<file path="src/rtl/ram_access_arbiter.sv">
// Round-robin sharing of one external single-port synchronous RAM between two
// req/ack requesters, plus a sequencer that fills the whole RAM with a constant.
module ram_access_arbiter #(
  parameter int               width          = 16,
  parameter int               widthad        = 10,
  parameter logic [width-1:0] CLEAR_VALUE    = '0,
  parameter bit               CLEAR_ON_RESET = 1'b1
) (
  input  logic               clock,
  input  logic               reset,
  input  logic               clear_start,
  output logic               busy,
  input  logic               a_req,
  input  logic               a_we,
  input  logic [widthad-1:0] a_addr,
  input  logic [width-1:0]   a_wdata,
  output logic               a_ack,
  output logic [width-1:0]   a_rdata,
  input  logic               b_req,
  input  logic               b_we,
  input  logic [widthad-1:0] b_addr,
  input  logic [width-1:0]   b_wdata,
  output logic               b_ack,
  output logic [width-1:0]   b_rdata,
  output logic               ram_wren,
  output logic [widthad-1:0] ram_address,
  output logic [width-1:0]   ram_data,
  input  logic [width-1:0]   ram_q
);

  typedef enum logic [1:0] {CLEAR, IDLE, ACCESS, RESP} state_t;

  localparam logic [widthad:0] last_count = {1'b0, {widthad{1'b1}}};

  state_t               state, state_n;
  logic [widthad:0]     count, count_n;
  logic                 pend, pend_n;
  logic                 last_b, last_b_n;   // winner of the most recent tie
  logic                 sel_b, sel_b_n;     // requester owning the in-flight access
  logic                 busy_n;
  logic                 a_ack_n, b_ack_n;
  logic [width-1:0]     a_rdata_n, b_rdata_n;
  logic                 ram_wren_n;
  logic [widthad-1:0]   ram_address_n;
  logic [width-1:0]     ram_data_n;
  logic                 a_elig, b_elig, pick_b;

  // A requester whose ack is high this cycle is finishing, not asking again.
  assign a_elig = a_req & ~a_ack;
  assign b_elig = b_req & ~b_ack;
  assign pick_b = b_elig & (~a_elig | ~last_b);

  always_comb begin
    // NOTE: every signal gets a default before the case so no path leaves it
    // unassigned; a missing default here would infer a latch.
    state_n       = state;
    count_n       = count;
    pend_n        = pend;
    last_b_n      = last_b;
    sel_b_n       = sel_b;
    a_ack_n       = 1'b0;
    b_ack_n       = 1'b0;
    a_rdata_n     = a_rdata;
    b_rdata_n     = b_rdata;
    ram_wren_n    = ram_wren;
    ram_address_n = ram_address;
    ram_data_n    = ram_data;

    case (state)
      CLEAR: begin
        ram_wren_n    = 1'b1;
        ram_address_n = count[widthad-1:0];
        ram_data_n    = CLEAR_VALUE;
        count_n       = count + 1'b1;
        if (count == last_count) state_n = IDLE;
      end
      IDLE: begin
        ram_wren_n = 1'b0;
        if (pend || clear_start) begin
          state_n = CLEAR;
          count_n = '0;
          pend_n  = 1'b0;
        end else if (!busy && (a_elig || b_elig)) begin
          sel_b_n = pick_b;
          if (a_elig && b_elig) last_b_n = pick_b;
          ram_wren_n    = pick_b ? b_we    : a_we;
          ram_address_n = pick_b ? b_addr  : a_addr;
          ram_data_n    = pick_b ? b_wdata : a_wdata;
          state_n       = ACCESS;
        end
      end
      ACCESS: begin
        ram_wren_n = 1'b0;
        pend_n     = pend | clear_start;
        state_n    = RESP;
      end
      RESP: begin
        pend_n = pend | clear_start;
        if (sel_b) begin
          b_ack_n   = 1'b1;
          b_rdata_n = ram_q;
        end else begin
          a_ack_n   = 1'b1;
          a_rdata_n = ram_q;
        end
        state_n = IDLE;
      end
      default: state_n = IDLE;
    endcase

    // Held through the IDLE cycle after the last clear write so busy and
    // ram_wren fall on the same edge.
    busy_n = (state == CLEAR) || (state_n == CLEAR) || pend_n;
  end

  always_ff @(posedge clock) begin
    // NOTE: state is updated with non-blocking assignments so every register
    // samples pre-edge values regardless of statement order.
    if (reset) begin
      state       <= CLEAR_ON_RESET ? CLEAR : IDLE;
      count       <= '0;
      pend        <= 1'b0;
      last_b      <= 1'b1;
      sel_b       <= 1'b0;
      busy        <= CLEAR_ON_RESET;
      a_ack       <= 1'b0;
      b_ack       <= 1'b0;
      a_rdata     <= '0;
      b_rdata     <= '0;
      ram_wren    <= 1'b0;
      ram_address <= '0;
      ram_data    <= '0;
    end else begin
      state       <= state_n;
      count       <= count_n;
      pend        <= pend_n;
      last_b      <= last_b_n;
      sel_b       <= sel_b_n;
      busy        <= busy_n;
      a_ack       <= a_ack_n;
      b_ack       <= b_ack_n;
      a_rdata     <= a_rdata_n;
      b_rdata     <= b_rdata_n;
      ram_wren    <= ram_wren_n;
      ram_address <= ram_address_n;
      ram_data    <= ram_data_n;
    end
  end

endmodule

</file>
<file path="config.mk">
export PLATFORM = sky130hd
export DESIGN_NAME = ram_access_arbiter
export DESIGN_NICKNAME = d
export VERILOG_FILES = /design/src/rtl/ram_access_arbiter.sv
export SDC_FILE = /design/constraint.sdc
export NUM_CORES = 1
export LEC_CHECK = 0
export BUFFER_PORTS_ARGS = -buffer_cell sky130_fd_sc_hd__buf_2
export CORE_MARGIN = 2
export CORE_UTILIZATION = 48
export CTS_CLUSTER_SIZE = 24
export DETAILED_ROUTE_END_ITERATION = 8
export PLACE_DENSITY = 0.8
export SKIP_LAST_GASP = 1
export SLEW_MARGIN = 25
export SYNTH_ARGS = -nofsm -noshare
export SYNTH_HDL_FRONTEND = slang
export SYNTH_SLANG_ARGS = --single-unit
</file>
<file path="constraint.sdc">
create_clock -name clock -period 1.54 [get_ports clock]
set_input_delay 0.154 -clock clock [delete_from_list [all_inputs] [get_ports clock]]
set_output_delay 0.154 -clock clock [all_outputs]
set_load 0.05 [all_outputs]
</file>
== Yosys cells after proc, flatten, opt, wreduce, memory -nomap -nowiden ==
Cells that the tools add are included.

* $add $sub $neg: 1
* Multipliers: 0
* Div/mod/pow operators: 0
* $lt $le $gt $ge: 0
* Equal/unequal tests: 7
* Shifts and indexed selects: 0
* Mux-type cells: 22
* Bitwise operators: 12
* Reduce and logical (&&, ||, !) cells: 19

{| class="wikitable"
|+ Operators by type and width
! kind !! number
|-
| 16-bit 2-to-1 mux || 3
|-
| 16-bit case mux with 2 select lines || 1
|-
| 10-bit 2-to-1 mux || 3
|-
| 11-bit case mux with 2 select lines || 1
|-
| 10-bit case mux with 2 select lines || 1
|-
| 11-bit by 1-bit adder with 11-bit output (second input constant) || 1
|-
| 11-bit by 10-bit equality test with 1-bit output (second input constant) || 1
|-
| 11-bit 2-to-1 mux || 1
|-
| 2-bit case mux with 4 select lines || 1
|-
| 1-bit NOT || 7
|-
| 1-bit 2-to-1 mux || 6
|-
| 2-bit 2-to-1 mux || 3
|-
| 2-bit inequality test (second input constant) || 3
|-
| 2-bit AND reduction || 3
|-
| 3-bit AND reduction || 2
|-
| 2-bit equality test (second input constant) || 2
|-
| 2-bit zero test || 2
|-
| 1-bit logical OR || 4
|-
| 4-bit AND reduction || 1
|-
| 2-bit OR reduction || 2
|-
| 1-bit AND || 3
|-
| 1-bit case mux with 3 select lines || 1
|-
| 3-bit nonzero test || 1
|-
| 2-bit by 1-bit equality test with 1-bit output (second input constant) || 1
|-
| other kinds (5) || 7
|}

* Register bits after elaboration: 78
* Latch bits: 0
* Bits in writable memories: 0
* Bits in read-only memories: 0
* Input bits: 75
* Memories kept: 0

== Longest topological paths before layout ==
Gate-level depths: netlist of the first run.

* Word-level depth: 10
* Depth in mapped cells: 7
* Depth with buffers taken out: 5

== Worst setup path before layout of the first run ==
OpenSTA, ideal clock, no wires.

* Kind: register to register
* From: reg b_ack
* To: reg ram_address[1]
* Library setup time: 0.117 ns
* Data arrival time: 1.642 ns
* Slack: -0.219 ns
* Stages on the path, launching flop included: 7
* Path buffers: 2
* Period minus slack after synthesis: 1.759 ns
* Path through: dfxtp_1 -> nor2b_4 -> buf_6 -> and2_4 -> buf_6 -> or3_1 -> a32o_1

* Longest elaborated chain between the ends: 7
* Elaborated cells on any way between the ends: 11
* Those cells by class: eq/ne (1); mux (4); bitwise (3); reduce/logical (3)

{| class="wikitable"
|+ RTL lines
! what !! RTL line !! RTL
|-
| start: declaration || 23 || <nowiki>output logic b_ack,</nowiki>
|-
| start signal: assignment || 141 || <nowiki>b_ack <= b_ack_n;</nowiki>
|-
| 1-bit NOT * || 50 || <nowiki>assign b_elig = b_req & ~b_ack;</nowiki>
|-
| 1-bit AND * || 50 ||
|-
| 1-bit AND || 51 || <nowiki>assign pick_b = b_elig & (~a_elig | ~last_b);</nowiki>
|-
| 10-bit 2-to-1 mux || 87 || <nowiki>ram_address_n = pick_b ? b_addr : a_addr;</nowiki>
|-
| 10-bit 2-to-1 mux || 83 || <nowiki>end else if (!busy && (a_elig || b_elig)) begin</nowiki>
|-
| 10-bit 2-to-1 mux || 79 || <nowiki>if (pend || clear_start) begin</nowiki>
|-
| 10-bit case mux with 2 select lines || 69 || <nowiki>case (state)</nowiki>
|-
| end signal: assignment || 145 || <nowiki>ram_address <= ram_address_n;</nowiki>
|-
| end: declaration || 26 || <nowiki>output logic [widthad-1:0] ram_address,</nowiki>
|}

Every way passes the cells marked *; elsewhere a longest branch is shown, timed or not. The select of a mux whose other input is x is not followed.
A chain may end at the register's enable or synchronous reset.

== Worst setup path after layout of the first run ==
* From: reg a_ack
* To: reg ram_address[7]

* Longest elaborated chain between the ends: 9
* Elaborated cells on any way between the ends: 13
* Those cells by class: eq/ne (1); mux (4); bitwise (5); reduce/logical (3)

{| class="wikitable"
|+ RTL lines
! what !! RTL line !! RTL
|-
| start: declaration || 17 || <nowiki>output logic a_ack,</nowiki>
|-
| start signal: assignment || 140 || <nowiki>a_ack <= a_ack_n;</nowiki>
|-
| 1-bit NOT * || 49 || <nowiki>assign a_elig = a_req & ~a_ack;</nowiki>
|-
| 1-bit AND * || 49 ||
|-
| 1-bit NOT || 51 ||
|-
| 1-bit OR || 51 ||
|-
| 1-bit AND || 51 ||
|-
| 10-bit 2-to-1 mux || 87 ||
|-
| 10-bit 2-to-1 mux || 83 ||
|-
| 10-bit 2-to-1 mux || 79 ||
|-
| 10-bit case mux with 2 select lines || 69 ||
|}

Marks and branches as above.

==> results of run 1 <==
-- layout make-up --
class	count	area, um^2	share of cell area [%]
Timing Repair Buffer	151	806	18.3
Multi-Input combinational cell	273	1710	38.7
Clock inverter	6	51.3	1.16
Tap cell	96	120	2.72
Clock buffer	10	149	3.37
Sequential cell	78	1570	35.6
Inverter	2	7.51	0.170
-- sequential cells by signal (all words and copies together), names as in the netlist, 2 cells and up --
| register | count |
|---|---|
| a_rdata | 16 |
| b_rdata | 16 |
| ram_data | 16 |
| count | 11 |
| ram_address | 10 |
| state | 2 |
-- per-layer routing --
layer	track usage (%)	vias to the layer above	share of wire, %
met1	27.4	1457	44
met3	7.09	8	9.1
met5	0	-	0
met4	6.34	0	0.75
li1	-	1609	-
met2	36.8	135	46
-- per-stage QoR --
| stage | hold WS (ns) | area [um^2] | total power [W] | utilization [%] |
|---|---|---|---|---|
| after global routing | 0.0266 | 4410 | 0.00397 | 64.6 |
| after global placement | 0.407 | 4180 | 0.00235 | 61.2 |
| after CTS | 0.0202 | 4380 | 0.00386 | 64.2 |
| after detailed placement | 0.413 | 4180 | 0.00235 | 61.2 |
| final | 0.0406 | 4410 | 0.00381 | 64.6 |
| after floorplan | 0.290 | 3410 | 0.00222 | - |
-- where the power goes --
group | internal [W] | switching (W)
Clock | 0.000703 | 0.000803
Sequential | 0.00202 | 0.0000140
Combinational | 0.000130 | 0.000140
-- worst max path at each step --
stage | startpoint | end | slack [ns] | cells past startpoint
after floorplan | b_ack$_SDFF_PP0_ | ram_address[1]$_SDFFE_PP0P_ | 0.03 | 6
after global placement | state[0]$_SDFF_PP0_ | ram_address[5]$_SDFFE_PP0P_ | 0.1 | 4
after detailed placement | b_ack$_SDFF_PP0_ | ram_data[10]$_SDFFE_PP0P_ | 0.04 | 4
after CTS | b_ack$_SDFF_PP0_ | ram_data[10]$_SDFFE_PP0P_ | 0.02 | 4
after global routing | a_ack$_SDFF_PP0_ | ram_address[0]$_SDFFE_PP0P_ | 0.03 | 5
final | a_ack$_SDFF_PP0_ | ram_address[7]$_SDFFE_PP0P_ | 0.11 | 5
-- tightest hold or removal path: stages --
cell and delay [ns]:
buf_2 0.10, nand2_1 0.05, a21oi_1 0.05
-- repair_timing --
action / CTS / global route
hold buffers: 0 / 0
resized for setup: 0 / 4
setup endpoints to repair: 0 / 30
setup buffers: 0 / 2
-- cells in the final DEF (no fill, tap or decap), types with 2 or more instances in the layout --
| cell type | count |
|---|---|
| buf_2 | 136 |
| xnor2_1 | 4 |
| nand3_1 | 6 |
| clkinv_4 | 3 |
| inv_1 | 2 |
| o2bb2ai_1 | 16 |
| buf_4 | 14 |
| dfxtp_4 | 2 |
| and3_1 | 5 |
| mux2i_1 | 20 |
| or2_2 | 6 |
| o21ai_0 | 3 |
| or3_1 | 21 |
| a32o_1 | 11 |
| nand2_1 | 72 |
| nor2_1 | 14 |
| a21oi_1 | 47 |
| inv_6 | 2 |
| nor4_1 | 2 |
| nand4_1 | 3 |
| nand2b_1 | 13 |
| clkbuf_8 | 9 |
| dfxtp_1 | 75 |
| nor3_1 | 5 |
-- synthesized netlist by cell type (2+ instances only) --
library cell and n:
dfxtp_1 78, nand2_1 72, a21oi_1 47, or3_1 21, mux2i_1 20, o2bb2ai_1 16, nor2_1 14, nand2b_1 13
a32o_1 11, clkbuf_1 9, buf_2 8, nand3_1 6, or2_2 6, and3_1 5, nor3_1 5, buf_4 4
xnor2_1 4, buf_6 3, nand4_1 3, o21ai_0 3, inv_1 2, nor2b_1 2, nor4_1 2
-- cell families (layout without fill, tap and decap cells) --
group                      after synthesis  in the layout  share of synthesized area (%)
and+or+nand+nor                        159            159                           24.1
AOI/OAI and AO/OA                       88             88                           18.2
DFF                                     78             78                           45.8
buffers and inverters                   27            169                           4.37
muxes                                   20             20                           5.88
xor gates and xnor gates                 5              5                           1.29
adders and majority gates                1              1                          0.367
==> results.toml, run 1 <==
[outcome]
status = "completed"

[global_routing]
overflow = 0
grt_usage_pct = 22.0
grt_max_degree = 30
antenna_found_initial = 0
grt_pass1_vias = 2961
grt_pass1_wl_mm = 13.6

[sta]
fin_crit_sh_pct = 92.7
finalWorstSetupSlack_ns = 0.113
setup_viol = 0
rsz0062_at_grt = "no"
slew_violations = 0
fin_setup_tns_ns = 0
fmax_mhz = 701
skew_ns = 0.0125
period_needed_ns = 1.43
max_slew_margin_pct = 77.3
finalHoldViolations = 0
worst_slew_pin_slew_ns = 0.337

[route]
remaining_drc_errors = 0
first_pass_iters = 4
drt_iter0_drc = 183
wire_per_inst_um = 14.0
wirelength_mm = 8.65
via_per_inst = 5.21
antenna_left = 0
vias = 3209

[worst_setup_path]
end_kind = "flip-flop"
required_ns = 1.79
cp_cell_sequence = "and2b_1, o21a_2, o2bb2ai_4, buf_12, a32o_1"
r2r_slack_ns = 0.11
cp_max_fo = 26
path_delay_family = "compound AO/OA/AOI/OAI gates"
cp_slowest_cell = "dfxtp_4"
slowest_delay_ns = 0.35
arrival_ns = 1.67
crit_path_start_kind = "flip-flop"
crit_buf_inv = 1
crit_type = "flip-flop to flip-flop"
r2r_end = "ram_address[7]$_SDFFE_PP0P_"
worst_r2r_startpoint = "a_ack$_SDFF_PP0_"
ff2ff_path_depth = 5

[die]
rows = 30
dieArea_um2 = 7790
die_x_um = 88.3
ioPinCount = 137
die_y_um = 88.3
start_util_pct = 49.9
core_area_um2 = 6830

[clock_tree]
clock_latency_ns = 0.35
cts_num_sinks = 78
cts-root-buf = "clkbuf_8"
clockBufferDepth = 2
cts_buffers = 9
cts_tree = "yes"
cts.clk_slew.worst_paths_ns = 0.09
htreeDepth = 3

[logic_synthesis]
synth_fp_nets = 454
synth-edff-count = 0
synth_largest_area_cell = "dfxtp_1"
yosysTopAreaCellShare_pct = 45.8
synthArstFlopShare_pct = 0
synth_ff_type = "dfxtp_1"
netlist_area_um2 = 3410
ys_ff_latch = 78
yosysUniqueCellTypes = 47
synthCells = 378
syn_area_per_cell_um2 = 9.01
yosys-top-cells-area = "dfxtp_1 46%, nand2_1 7.9%, a21oi_1 6.9%"
ys_warn_count = 0
ys_seq_area_share_pct = 45.8

[cells_and_area]
drive_gt1_share_pct = 36.2
nets = 591
area_growth_syn_to_layout_pct = 29.5
diodes = 0
instances_no_fill = 616
fillCellCount = 599

[power]
p_leak_nw = 1.98
max-vdd-ir-drop_uv = 491
p_per_area_nw_per_um2 = 864

[hold_path]
hold_path_class = "primary input to flip-flop"
holdPathEnd = "a_rdata[9]$_SDFFE_PP0P_"
hp-start = "ram_q[9]"
hold_depth = 3

[placed_design]
port_buffers = 136
dp_cells = 598
place_ws_ns = 0.0438
place.gp.congestion = 0.813
place_hpwl_mm = 6.40

[flow_run]
drv_cap = 0
Power figures use the tool's default switching activity.
==> run 2: changes to the inputs <==
==> constraint.sdc (replaced) <==
create_clock -name clock -period 1.54 [get_ports clock]
set_input_delay 0.231 -clock clock [delete_from_list [all_inputs] [get_ports clock]]
set_output_delay 0.231 -clock clock [all_outputs]
set_load 0.05 [all_outputs]
==> run 2 against run 1 <==
First-iteration DRC count fell by 13%; clock skew down 0.00082 ns; critical path type unchanged; maximum frequency shrank 2.4%; count of clock-buffer cells in the layout is 1 lower; non-clock buffer count decreased by 1; sequential power hardly changed; sequential cell count unchanged; routed wire length increased by 0.18%; highest routed layer unchanged; cell area fell by 0.57%; register-to-register slack got worse by 0.03 ns.
==> results.toml, run 2 (synthesis results as in run 1) <==
[outcome]
status = "completed"

[global_routing]
antenna_found_initial = 0
grt_pass1_wl_mm = 13.6
grt_max_degree = 29
grt_usage_pct = 22.0
grt_pass1_vias = 2899
overflow = 0

[power]
p_total_w = 0.00372
comb_power_share_pct = 7.1
max-vdd-ir-drop_uv = 580
clockPowerShare_pct = 38.2
p_int_w = 0.00276
switching_share_pct = 25.9
p_switching_w = 0.000967
p_per_area_nw_per_um2 = 849
p_leak_nw = 1.96
p_seq_share_pct = 54.7

[cells_and_area]
nets = 590
drive_gt1_share_pct = 36.2
layout_common_cells = "136 x buf_2, 74 x dfxtp_1, 72 x nand2_1, 47 x a21oi_1, 21 x or3_1"
final_common_cell = "buf_2"
finalInstanceArea_um2 = 4390
area_growth_syn_to_layout_pct = 28.8
top_regs = "a_rdata (16), b_rdata (16), ram_data (16)"
diodes = 0

[clock_tree]
cts_tree = "yes"
cts-root-buf = "clkbuf_8"
cts.clk_slew.worst_paths_ns = 0.09
post_cts_buffers = 0
cts_num_sinks = 78
cts_buffers = 9
clockBufferDepth = 2
htreeDepth = 3
hold_buffers = 0
clock_latency_ns = 0.34

[worst_setup_path]
cp_slowest_cell = "dfxtp_4"
r2r_slack_ns = 0.08
slowest_delay_ns = 0.35
r2r_end = "ram_address[2]$_SDFFE_PP0P_"
ff2ff_path_depth = 5
startpoint = "a_ack$_SDFF_PP0_"
required_ns = 1.78
crit_type = "flip-flop to flip-flop"
crit_path_start_kind = "flip-flop"
end_kind = "flip-flop"
crit_end = "ram_address[2]$_SDFFE_PP0P_"
cp_cell_sequence = "and2b_1, o21a_2, o2bb2ai_4, buf_12, a32o_1"
worst_r2r_startpoint = "a_ack$_SDFF_PP0_"
cp_max_fo = 26
arrival_ns = 1.70

[route]
first_pass_iters = 4
met1Wirelength_mm = 3.75
met3_wirelength_um = 830
drt_iter0_drc = 160
vias = 3170
remaining_drc_errors = 0
antenna_left = 0
met2_length_mm = 4.04
wire_per_inst_um = 14.1
wirelength_mm = 8.67
via_per_inst = 5.15
dr.max_layer_used = "met4"

[sta]
rsz0062_at_grt = "no"
fmax_mhz = 684
skew_ns = 0.0117
period_needed_ns = 1.46
max_slew_margin_pct = 76.6
finalHoldViolations = 0
worst_slew_pin_slew_ns = 0.350
fin_crit_sh_pct = 95.0
setup_viol = 0
finalWorstSetupSlack_ns = 0.0776
hold_ws_ns = 0.123
slew_violations = 0

[hold_path]
hold_path_class = "primary input to flip-flop"

[die]
core_area_um2 = 6830
die_x_um = 88.3
die_y_um = 88.3
ioPinCount = 137
rows = 30
dieArea_um2 = 7790
start_util_pct = 49.9

[placed_design]
place_hpwl_mm = 6.44
place_area_um2 = 4190
port_buffers = 136
place_ws_ns = -0.0269
place.gp.congestion = 0.876

[flow_run]
drv_cap = 0
==> run 2: changes by cell type in the layout (fill, tap and decap cells not counted) <==
cell,before,now
buf_4,14,13
clkbuf_16,1,0
clkinv_2,0,1
clkinv_4,3,1
clkinvlp_4,1,2
dfxtp_1,75,74
dfxtp_2,1,2
inv_8,0,1
==> run 2: power groups by stage <==
stage               logic [W]  registers [W]  clock network (W)
finish               0.000265        0.00204            0.00142
floorplan            0.000123        0.00210                  0
global placement     0.000264        0.00208                  0
detailed placement   0.000266        0.00209                  0
CTS                  0.000267        0.00204            0.00144
global route         0.000292        0.00204            0.00153
==> run 2: area by class of cell <==
| class | instances | area [um^2] |
|---|---|---|
| tap | 96 | 120 |
| timing repair buffer | 150 | 798 |
| clock buffer | 9 | 124 |
| clock inverter | 7 | 57.6 |
| inverter | 2 | 7.51 |
| sequential | 78 | 1570 |
| multi-input combinational | 273 | 1710 |
| fill | 608 | 2440 |
==> run 2: worst min path at each step <==
stage,startpoint,end,slack (ns),cells after the start
floorplan,ram_q[10],a_rdata[10]$_SDFFE_PP0P_,0.37,2
global placement,a_rdata[4]$_SDFFE_PP0P_,a_rdata[4]$_SDFFE_PP0P_,0.44,2
detailed placement,ram_data[14]$_SDFFE_PP0P_,ram_data[14]$_SDFFE_PP0P_,0.44,1
CTS,ram_q[13],b_rdata[13]$_SDFFE_PP0P_,0.11,3
global route,ram_q[13],b_rdata[13]$_SDFFE_PP0P_,0.12,3
finish,ram_q[13],b_rdata[13]$_SDFFE_PP0P_,0.12,3
==> run 2: stage by stage <==
| step | instances | setup TNS, ns | util, % |
|---|---|---|---|
| 2_1_floorplan | 378 | 0 | - |
| 3_3_place_gp | 599 | 0 | 61.4 |
| 3_5_place_dp | 599 | -0.0528 | 61.4 |
| 4_1_cts | 615 | -0.00130 | 64.1 |
| 5_1_grt | 615 | 0 | 64.2 |
| 6_report | 615 | 0 | 64.2 |
==> run 2: layer usage <==
layer	up-vias	GRT usage (%)
met5	-	0
li1	1601	-
met4	0	7.71
met3	4	6.81
met2	125	35.9
met1	1440	27.7
==> run 2: critical path: cells and delay by family (launching register included) <==
| kind | cells | cell delay [ns] |
|---|---|---|
| and+or+nand+nor | 1 | 0.31 |
| AOI/OAI and AO/OA | 3 | 0.52 |
| DFF | 1 | 0.35 |
| buffers and inverters | 1 | 0.16 |
==> run 2: timing repair <==
item / in CTS / in global routing
endpoints found under the setup margin: 9 / 32
pin swaps: 0 / 0
cloned: 0 / 0
resized for setup: 1 / 4
==> run 3: changes to the inputs <==
- CELL_PAD_IN_SITES_DETAIL_PLACEMENT: default -> 1
- CELL_PAD_IN_SITES_GLOBAL_PLACEMENT: default -> 2
- CORE_UTILIZATION: 48 -> 27
==> run 3 against run 2 <==
Power grew 20%; cell area grew 6.5%; count of clock-buffer cells in the layout grew 2; combinational power grew 7.5%; worst hold slack gained 0.015 ns; cell count grew 13%; non-clock buffer count grew 6; worst setup slack lost 0.016 ns; maximum frequency shrank 1.1%.
==> results.toml, run 3 (synthesis results as in run 1) <==
[outcome]
status = "completed"

[power]
max-vdd-ir-drop_uv = 529
p_leak_nw = 2.07
p_total_w = 0.00447
p_per_area_nw_per_um2 = 956

[hold_path]
holdPathEnd = "a_rdata[4]$_SDFFE_PP0P_"
hold_path_class = "primary input to flip-flop"
hp-start = "ram_q[4]"
hold_depth = 3

[worst_setup_path]
end_kind = "flip-flop"
r2r_slack_ns = 0.06
r2r_end = "ram_address[3]$_SDFFE_PP0P_"
cp_max_fo = 20
cp_cell_sequence = "nand2b_1, buf_12, or3_1, a32o_1"
cp_slowest_cell = "dfxtp_1"
worst_r2r_startpoint = "state[1]$_SDFF_PP0_"
crit_type = "flip-flop to flip-flop"
slowest_delay_ns = 0.37
ff2ff_path_depth = 4
required_ns = 1.77
crit_path_start_kind = "flip-flop"
path_delay_family = "simple AND/OR/NAND/NOR gates"
arrival_ns = 1.71
crit_buf_inv = 1

[placed_design]
place_hpwl_mm = 7.71
place.gp.congestion = 0.768
port_buffers = 136

[sta]
skew_ns = 0.00603
period_needed_ns = 1.48
setup_viol = 0
fmax_mhz = 676
rsz0062_at_grt = "no"
fin_setup_tns_ns = 0
finalHoldViolations = 0
worst_slew_pin_slew_ns = 0.371
fin_crit_sh_pct = 96.0
slew_violations = 0
max_slew_margin_pct = 75.1

[route]
wire_per_inst_um = 14.7
drt_iter0_drc = 99
vias = 3247
wirelength_mm = 10.3
via_per_inst = 4.66
antenna_left = 0
remaining_drc_errors = 0
first_pass_iters = 4

[cells_and_area]
drive_gt1_share_pct = 36.6
fillCellCount = 1503
nets = 596
final_util_pct = 37.5
top_regs = "a_rdata (16), b_rdata (16), ram_data (16)"
final_common_cell = "buf_2"
layout_common_cells = "136 x buf_2, 75 x dfxtp_1, 72 x nand2_1, 46 x a21oi_1, 21 x or3_1"
area_growth_syn_to_layout_pct = 37.2
diodes = 0

[clock_tree]
cts-root-buf = "clkbuf_16"
cts_buffers = 9
cts_tree = "yes"
cts.clk_slew.worst_paths_ns = 0.06
hold_buffers = 0
clock_latency_ns = 0.34
cts_num_sinks = 78
htreeDepth = 3
clockBufferDepth = 2

[global_routing]
grt_pass1_wl_mm = 16.6
overflow = 0
grt_pass1_vias = 3436
grt_usage_pct = 15.7
grt_max_degree = 27
antenna_found_initial = 0

[die]
start_util_pct = 27.3
die_y_um = 116
ioPinCount = 137
die_x_um = 116
core_area_um2 = 12500
dieArea_um2 = 13500
rows = 41

[flow_run]
drv_cap = 0
run 3: changes by cell type in the layout (fill, tap and decap cells not counted), moves of 2 or more:
cell and delta:
clkbuf_8 -8, buf_12 +2, buf_4 +4, clkbuf_16 +9, clkinvlp_4 -2
run 3: cell type report:
class	instances	area, um^2	area share, %
multi-input combinational	273	1710	36.6
sequential	78	1570	33.6
timing repair buffer	156	868	18.6
clock buffer	11	243	5.19
tap	172	215	4.61
clock inverter	5	57.6	1.23
inverter	2	7.51	0.161
run 3: worst min-delay path, stage by stage:
cell     delay, ns
buf_2         0.10
nand2_1       0.05
a21oi_1       0.05
run 3: how the worst max path moves through the flow:
stage,startpoint,end,cells after the start
finish,state[1]$_SDFF_PP0_,ram_address[3]$_SDFFE_PP0P_,4
global route,state[1]$_SDFF_PP0_,ram_address[7]$_SDFFE_PP0P_,4
CTS,a_ack$_SDFF_PP0_,ram_address[6]$_SDFFE_PP0P_,5
detailed placement,a_ack$_SDFF_PP0_,ram_data[4]$_SDFFE_PP0P_,4
global placement,b_req,ram_address[1]$_SDFFE_PP0P_,5
floorplan,b_ack$_SDFF_PP0_,ram_address[1]$_SDFFE_PP0P_,6
run 3: per-layer routing:
metal  track usage (%)  part of all wire [%]  vias to the layer above
li1                  -                     -                     1620
met1              18.9                    44                     1528
met2              26.0                    47                       89
met3              5.76                   7.7                       10
met4              4.92                   1.0                        0
met5                 0                     0                        -
run 3: timing repair:
item | CTS | global route
setup buffers | 0 | 2
endpoints found under the setup margin | 12 | 18
hold endpoints to repair | 0 | 0
pin swaps | 0 | 0
gates resized for setup | 1 | 4
run 3: report_power, final:
part	switching (W)	internal, W	leakage (nW)
logic	0.000147	0.000138	1.29
clock network	0.000840	0.00130	0.150
registers	0.0000112	0.00203	0.632
total	0.000998	0.00347	2.07
run 3: per-stage QoR:
step                      worst slack, ns  hold WS (ns)  cells  area, um^2
after detailed placement          -0.0146         0.443    679        4340
after CTS                          0.0322         0.126    695        4650
after global routing               0.0256         0.132    697        4670
final                              0.0617         0.138    697        4670
after global placement             0.0756         0.441    679        4340
after floorplan                    0.0327         0.367    378        3410
